===== src/rtl/clk_div_multi.sv =====
// rtl/clk_div_multi.sv - multi-channel programmable clock divider / enable generator
// Each channel divides clock by (div+1) with toggle or pulse output; divisor updates are shadowed to period boundaries.
module clk_div_multi #(
  parameter int unsigned WIDTH    = 16,
  parameter int unsigned CHANNELS = 4,
  parameter int unsigned CH_W     = $clog2(CHANNELS)
) (
  input  logic                clock,
  input  logic                reset,
  input  logic                cfg_we,
  input  logic [CH_W-1:0]     cfg_ch,
  input  logic [WIDTH-1:0]    cfg_div,
  input  logic                cfg_mode,
  input  logic                cfg_en,
  output logic [CHANNELS-1:0] clock_out,
  output logic [CHANNELS-1:0] tick,
  output logic [CHANNELS-1:0] pending
);

  logic [CHANNELS-1:0][WIDTH-1:0] cnt_q, cnt_d;
  logic [CHANNELS-1:0][WIDTH-1:0] div_q, div_d;
  logic [CHANNELS-1:0][WIDTH-1:0] sdiv_q, sdiv_d;
  logic [CHANNELS-1:0]            mode_q, mode_d;
  logic [CHANNELS-1:0]            smode_q, smode_d;
  logic [CHANNELS-1:0]            en_q, en_d;
  logic [CHANNELS-1:0]            pend_q, pend_d;
  logic [CHANNELS-1:0]            out_q, out_d;
  logic [CHANNELS-1:0]            tick_q, tick_d;
  logic [CHANNELS-1:0]            wr_sel;
  logic [CHANNELS-1:0]            term;

  // Out-of-range channel selects match no channel, so they are silently dropped.
  always_comb begin
    wr_sel = '0;
    term   = '0;
    for (int i = 0; i < CHANNELS; i++) begin
      wr_sel[i] = cfg_we && (int'(cfg_ch) == i);
      term[i]   = en_q[i] && (cnt_q[i] == div_q[i]);
    end
  end

  always_comb begin
    cnt_d   = cnt_q;
    div_d   = div_q;
    sdiv_d  = sdiv_q;
    mode_d  = mode_q;
    smode_d = smode_q;
    en_d    = en_q;
    pend_d  = pend_q;
    out_d   = out_q;
    tick_d  = tick_q;
    for (int i = 0; i < CHANNELS; i++) begin
      if (en_q[i]) begin
        if (term[i]) begin
          cnt_d[i]  = '0;
          tick_d[i] = 1'b1;
          out_d[i]  = mode_q[i] ? 1'b1 : ~out_q[i];
          if (pend_q[i]) begin
            div_d[i]  = sdiv_q[i];
            mode_d[i] = smode_q[i];
            pend_d[i] = 1'b0;
          end
        end else begin
          cnt_d[i]  = cnt_q[i] + WIDTH'(1);
          tick_d[i] = 1'b0;
          out_d[i]  = mode_q[i] ? 1'b0 : out_q[i];
        end
      end else begin
        cnt_d[i]  = '0;
        tick_d[i] = 1'b0;
        out_d[i]  = 1'b0;
        pend_d[i] = 1'b0;
      end

      // A write on a terminal edge lands after the apply above, so the old shadow wins that edge.
      if (wr_sel[i]) begin
        en_d[i] = cfg_en;
        if (!en_q[i] || !cfg_en) begin
          div_d[i]   = cfg_div;
          mode_d[i]  = cfg_mode;
          sdiv_d[i]  = cfg_div;
          smode_d[i] = cfg_mode;
          pend_d[i]  = 1'b0;
          cnt_d[i]   = '0;
          out_d[i]   = 1'b0;
          tick_d[i]  = 1'b0;
        end else begin
          sdiv_d[i]  = cfg_div;
          smode_d[i] = cfg_mode;
          pend_d[i]  = 1'b1;
        end
      end
    end
  end

  always_ff @(posedge clock or negedge reset) begin
    if (!reset) begin
      cnt_q   <= '0;
      div_q   <= '1;
      sdiv_q  <= '1;
      mode_q  <= '0;
      smode_q <= '0;
      en_q    <= '1;
      pend_q  <= '0;
      out_q   <= '0;
      tick_q  <= '0;
    end else begin
      cnt_q   <= cnt_d;
      div_q   <= div_d;
      sdiv_q  <= sdiv_d;
      mode_q  <= mode_d;
      smode_q <= smode_d;
      en_q    <= en_d;
      pend_q  <= pend_d;
      out_q   <= out_d;
      tick_q  <= tick_d;
    end
  end

  assign clock_out = out_q;
  assign tick      = tick_q;
  assign pending   = pend_q;

endmodule


===== config.mk =====
export PLATFORM = sky130hd
export DESIGN_NAME = clk_div_multi
export DESIGN_NICKNAME = d
export VERILOG_FILES = /design/src/rtl/clk_div_multi.sv
export SDC_FILE = /design/constraint.sdc
export NUM_CORES = 1
export LEC_CHECK = 0
export BUFFER_PORTS_ARGS = -buffer_cell sky130_fd_sc_hd__buf_2
export CAP_MARGIN = 5
export CORE_MARGIN = 4
export CORE_UTILIZATION = 62
export CTS_CLUSTER_SIZE = 28
export DETAILED_ROUTE_END_ITERATION = 8
export PLACE_DENSITY = 0.78
export SLEW_MARGIN = 20
export SYNTH_ARGS = -nofsm -noshare
export SYNTH_HDL_FRONTEND = slang
export SYNTH_SLANG_ARGS = --single-unit

===== constraint.sdc =====
create_clock -name clock -period 2.3 [get_ports clock]
set_input_delay 0 -clock clock [delete_from_list [all_inputs] [get_ports clock]]
set_output_delay 0 -clock clock [all_outputs]
set_load 0.005 [all_outputs]

==> results_tabular.tex <==
\begin{tabular}{lr}
\hline
Metric & Value \\
\hline
\multicolumn{2}{l}{\textbf{Run status}} \\
Status & completed \\
\multicolumn{2}{l}{\textbf{STA}} \\
Final max-slew violation count & 0 \\
Final Critical Period & 2.19 ns \\
Setup repair after global routing missed its margin & false \\
Skew final & 0.0104 ns \\
Final cycle utilization of the critical path & 0.951 \\
Least-Margin Pin Slew & 0.608 ns \\
Max Fclk & 457 MHz \\
Setup total negative slack & 0 ns \\
Final setup violation count & 0 \\
Final Hold Vio Count & 0 \\
Slew margin rel. & 0.595 \\
\multicolumn{2}{l}{\textbf{Synth}} \\
Xor and xnor fraction of the mapped netlist area & 0.0994 \\
Synth Register Bits & 216 \\
Share of async-settable or async-resettable flops after synthesis & 1.00 \\
Total number of yosys warnings & 0 \\
Number of enable-type register cells in the synthesized netlist & 0 \\
Area share of fa/ha/maj cells after synthesis & 0.00473 \\
Synth Cell Area & 0.0106 mm² \\
Portion of netlist area occupied by mux cells & 0.210 \\
Gate Count Post-Synth & 845 \\
Commonest register cell after synthesis & dfstp\_2 \\
Proportion of synthesized chip area in sequential cells & 0.527 \\
Synth Area in Compound Gates & 0.0136 \\
Simple-gate area share of the yosys netlist & 0.122 \\
Mean area per synthesized cell & 12.5 µm² \\
Post-synthesis net count & 872 \\
Main combinational cell family by area after synthesis & multiplexers \\
Distinct cells, synth & 38 \\
\multicolumn{2}{l}{\textbf{Global routing}} \\
Global-route wire length before repair & 37,500 µm \\
Number of global-route vias before repair & 7,119 \\
Grt met2 use & 0.396 \\
GRT Residual Overflow & 0 \\
Antenna violations before repair & 0 \\
Most used routing layer in global routing & met2 \\
GR Util All Layers & 0.238 \\
Met3 capacity usage during global routing & 0.0345 \\
Met1 track demand over resource in global routing & 0.324 \\
Pin count of the biggest net entering global routing & 78 \\
\multicolumn{2}{l}{\textbf{Pwr}} \\
Cell Int Power & 7.80 mW \\
Net load switching power & 2.57 mW \\
Sequential share of power & 0.490 \\
Clock network fraction of design power & 0.360 \\
Peak VDD IR & 0.630 mV \\
Ratio of total power to cell area & 864 mW/mm² \\
Reported leakage power & 5.07 nW \\
Fraction of power spent switching nets & 0.248 \\
Combinational fraction of design power & 0.150 \\
\multicolumn{2}{l}{\textbf{Job}} \\
Max cap viols & 0 \\
\multicolumn{2}{l}{\textbf{Finish}} \\
Number of nets in the layout & 939 \\
Antenna Diode Count & 0 \\
Area occupied by multi-input gates & 0.00475 mm² \\
Share of post-route cells with drive strength above 1 & 0.461 \\
Sequential cell area in the final layout & 0.00557 mm² \\
Layout fillers & 1,085 \\
Top library cells by usage in the layout, fill and taps aside & 157 x mux2\_2, 132 x dfstp\_2, 84 x dfrtp\_1, 74 x nand2\_1, 68 x nor2\_1 \\
Most common cell after layout, fill and taps aside & mux2\_2 \\
Area of all placed cells without fillers & 0.0120 mm² \\
Synth-to-layout area growth & 13.6\% \\
\multicolumn{2}{l}{\textbf{Detailed routing}} \\
Total via count after detailed routing & 6,582 \\
Post-detailed-route count of antenna-violating nets & 0 \\
Total wirelength of the detailed-routed design & 22,400 µm \\
Wirelength per Cell & 19.5 µm \\
Router iterations before antenna repair & 4 \\
Mean number of vias per cell & 5.72 \\
DR iter-0 viols & 328 \\
Drt drc & 0 \\
\multicolumn{2}{l}{\textbf{Place}} \\
Post-DP HPWL & 14,900 µm \\
Count of input and output buffers & 34 \\
Post-detailed-placement cell area & 0.0110 mm² \\
GPL Wtd Cong & 0.848 \\
\multicolumn{2}{l}{\textbf{Critical path}} \\
Dominant delay contributor by cell family on the critical path & simple AND/OR/NAND/NOR gates \\
Slowest cell delay on critical path & 0.55 ns \\
Nature of the critical path endpoint & register \\
Required time worst endpoint & 2.70 ns \\
Worst setup path class & reg -> reg \\
Startpoint kind of the worst setup timing path & register \\
Buffers and inverters on the worst path & 1 \\
Arr. time, crit path & 2.59 ns \\
Peak fanout along the critical path & 14 \\
Cell Chain, Critical Path & xnor2\_1, nand4\_1, nor4\_4, and4\_2, buf\_12, mux2\_2 \\
Critical path's slowest cell & dfstp\_2 \\
\multicolumn{2}{l}{\textbf{Floorplan}} \\
Height of the die & 139 µm \\
Area of the die & 0.0192 mm² \\
Boundary pin count & 35 \\
Row count & 47 \\
Starting density of the core & 0.635 \\
Die Width & 139 µm \\
Core Box Area & 0.0166 mm² \\
\multicolumn{2}{l}{\textbf{Clock tree}} \\
Clk sinks & 216 \\
Clock root buffer & clkbuf\_16 \\
Count of H-tree levels built during CTS & 1 \\
Clock transition at the registers of the reported paths & 0.06 ns \\
Maximum root-to-sink buffer count & 3 \\
Setup Fix Bufs, Post-CTS & 0 \\
Clk\_lat worst skew & 0.51 ns \\
TritonCTS Buffers & 24 \\
CTS tree & yes \\
\multicolumn{2}{l}{\textbf{Worst hold path}} \\
HP Class & in -> reg \\
\hline
\end{tabular}
-- metal layers --
| layer | share of wire | wire (µm) |
|---|---|---|
| met1 | 0.44 | 9850 |
| met2 | 0.49 | 11100 |
| met3 | 0.039 | 884 |
| met4 | 0.027 | 599 |
| met5 | 0 | 0 |
-- final cells by class --
| type | count | share of cell area |
|---|---|---|
| clock buffers | 36 | 0.0613 |
| clock inverters | 8 | 0.00385 |
| inverters | 6 | 0.00187 |
| multi-input cells | 586 | 0.395 |
| flip-flops and latches | 216 | 0.464 |
| well taps | 220 | 0.0229 |
| repair buffers | 78 | 0.0509 |
-- registers in the layout, indices dropped and copies added, names as in the netlist --
signal	flops
clock_out	4
pending	4
en_q	4
tick	4
cnt_q	64
div_q	64
mode_q	4
sdiv_q	64
smode_q	4
-- power groups by stage --
stage	registers (mW)	clock network, mW	logic (mW)
2_1_floorplan	4.98	0	1.20
3_3_place_gp	5.09	0	1.45
3_5_place_dp	5.13	0	1.53
4_1_cts	5.08	3.80	1.57
5_1_grt	5.15	3.98	1.70
6_report	5.08	3.74	1.55
-- repair_timing --
action                                 4_1_cts  5_1_grt
resized for setup                            0        1
endpoints found under the hold margin      144        0
hold buffers                                21        0
setup endpoints to repair                    0        4
-- cells in the mapped netlist, drive strengths merged, types with 4 or more instances --
cell | number | area share
inv | 6 | 0.0021
and2 | 4 | 0.0024
a21oi | 5 | 0.0024
nor2b | 4 | 0.0024
and4 | 16 | 0.013
and3 | 14 | 0.0083
dfrtp | 84 | 0.20
nor2 | 69 | 0.025
ha | 4 | 0.0047
nand2 | 74 | 0.026
nand3 | 27 | 0.013
nor4 | 7 | 0.0084
xor2 | 54 | 0.045
xnor2 | 66 | 0.055
o21ai | 10 | 0.0051
nand4 | 22 | 0.013
buf | 22 | 0.017
dfstp | 132 | 0.33
nand2b | 4 | 0.0024
clkbuf | 15 | 0.0053
mux2 | 187 | 0.21
-- worst register-to-register path: cells and delay by family, from the launching register on --
family	cells	cell delay (ns)
multiplexers	1	0.34
XOR/XNOR	1	0.14
AND/OR/NAND/NOR	3	0.86
flip-flops	1	0.55
buffers and inverters	1	0.18
-- logic make-up after synthesis --
group           after synthesis
xor+xnor                    120
compound gates               23
buf+inv                      43
flops                       216
fa+ha+maj                     4
simple gates                252
mux                         187
-- per-stage QoR --
stage	hold WS, ns	cells	total power [mW]	worst slack (ns)	util
5_1_grt	0.0486	1150	10.8	0.0106	0.722
3_3_place_gp	0.0555	1085	6.54	0.165	0.662
4_1_cts	0.0337	1150	10.4	0.0731	0.722
2_1_floorplan	-0.296	845	6.18	0.298	-
6_report	0.0331	1150	10.4	0.113	0.722
3_5_place_dp	0.0649	1085	6.66	0.0817	0.662
-- path summary, 6_finish.rpt --
kind	slack, ns	startpoint	endpoint	cells past startpoint
setup / recovery	0.11	div_q[18]	mode_q[1]	6
hold / removal	0.03	cfg_ch[1]	pending[3]	4
setup reg to reg	0.11	div_q[18]	mode_q[1]	6
hold reg to reg	0.46	sdiv_q[0]	sdiv_q[0]	2
max in group asynchronous	1.38	reset	div_q[45]	3
min in group asynchronous	0.09	reset	clock_out[3]	2
No activity file was read; power rests on OpenSTA's default activity.
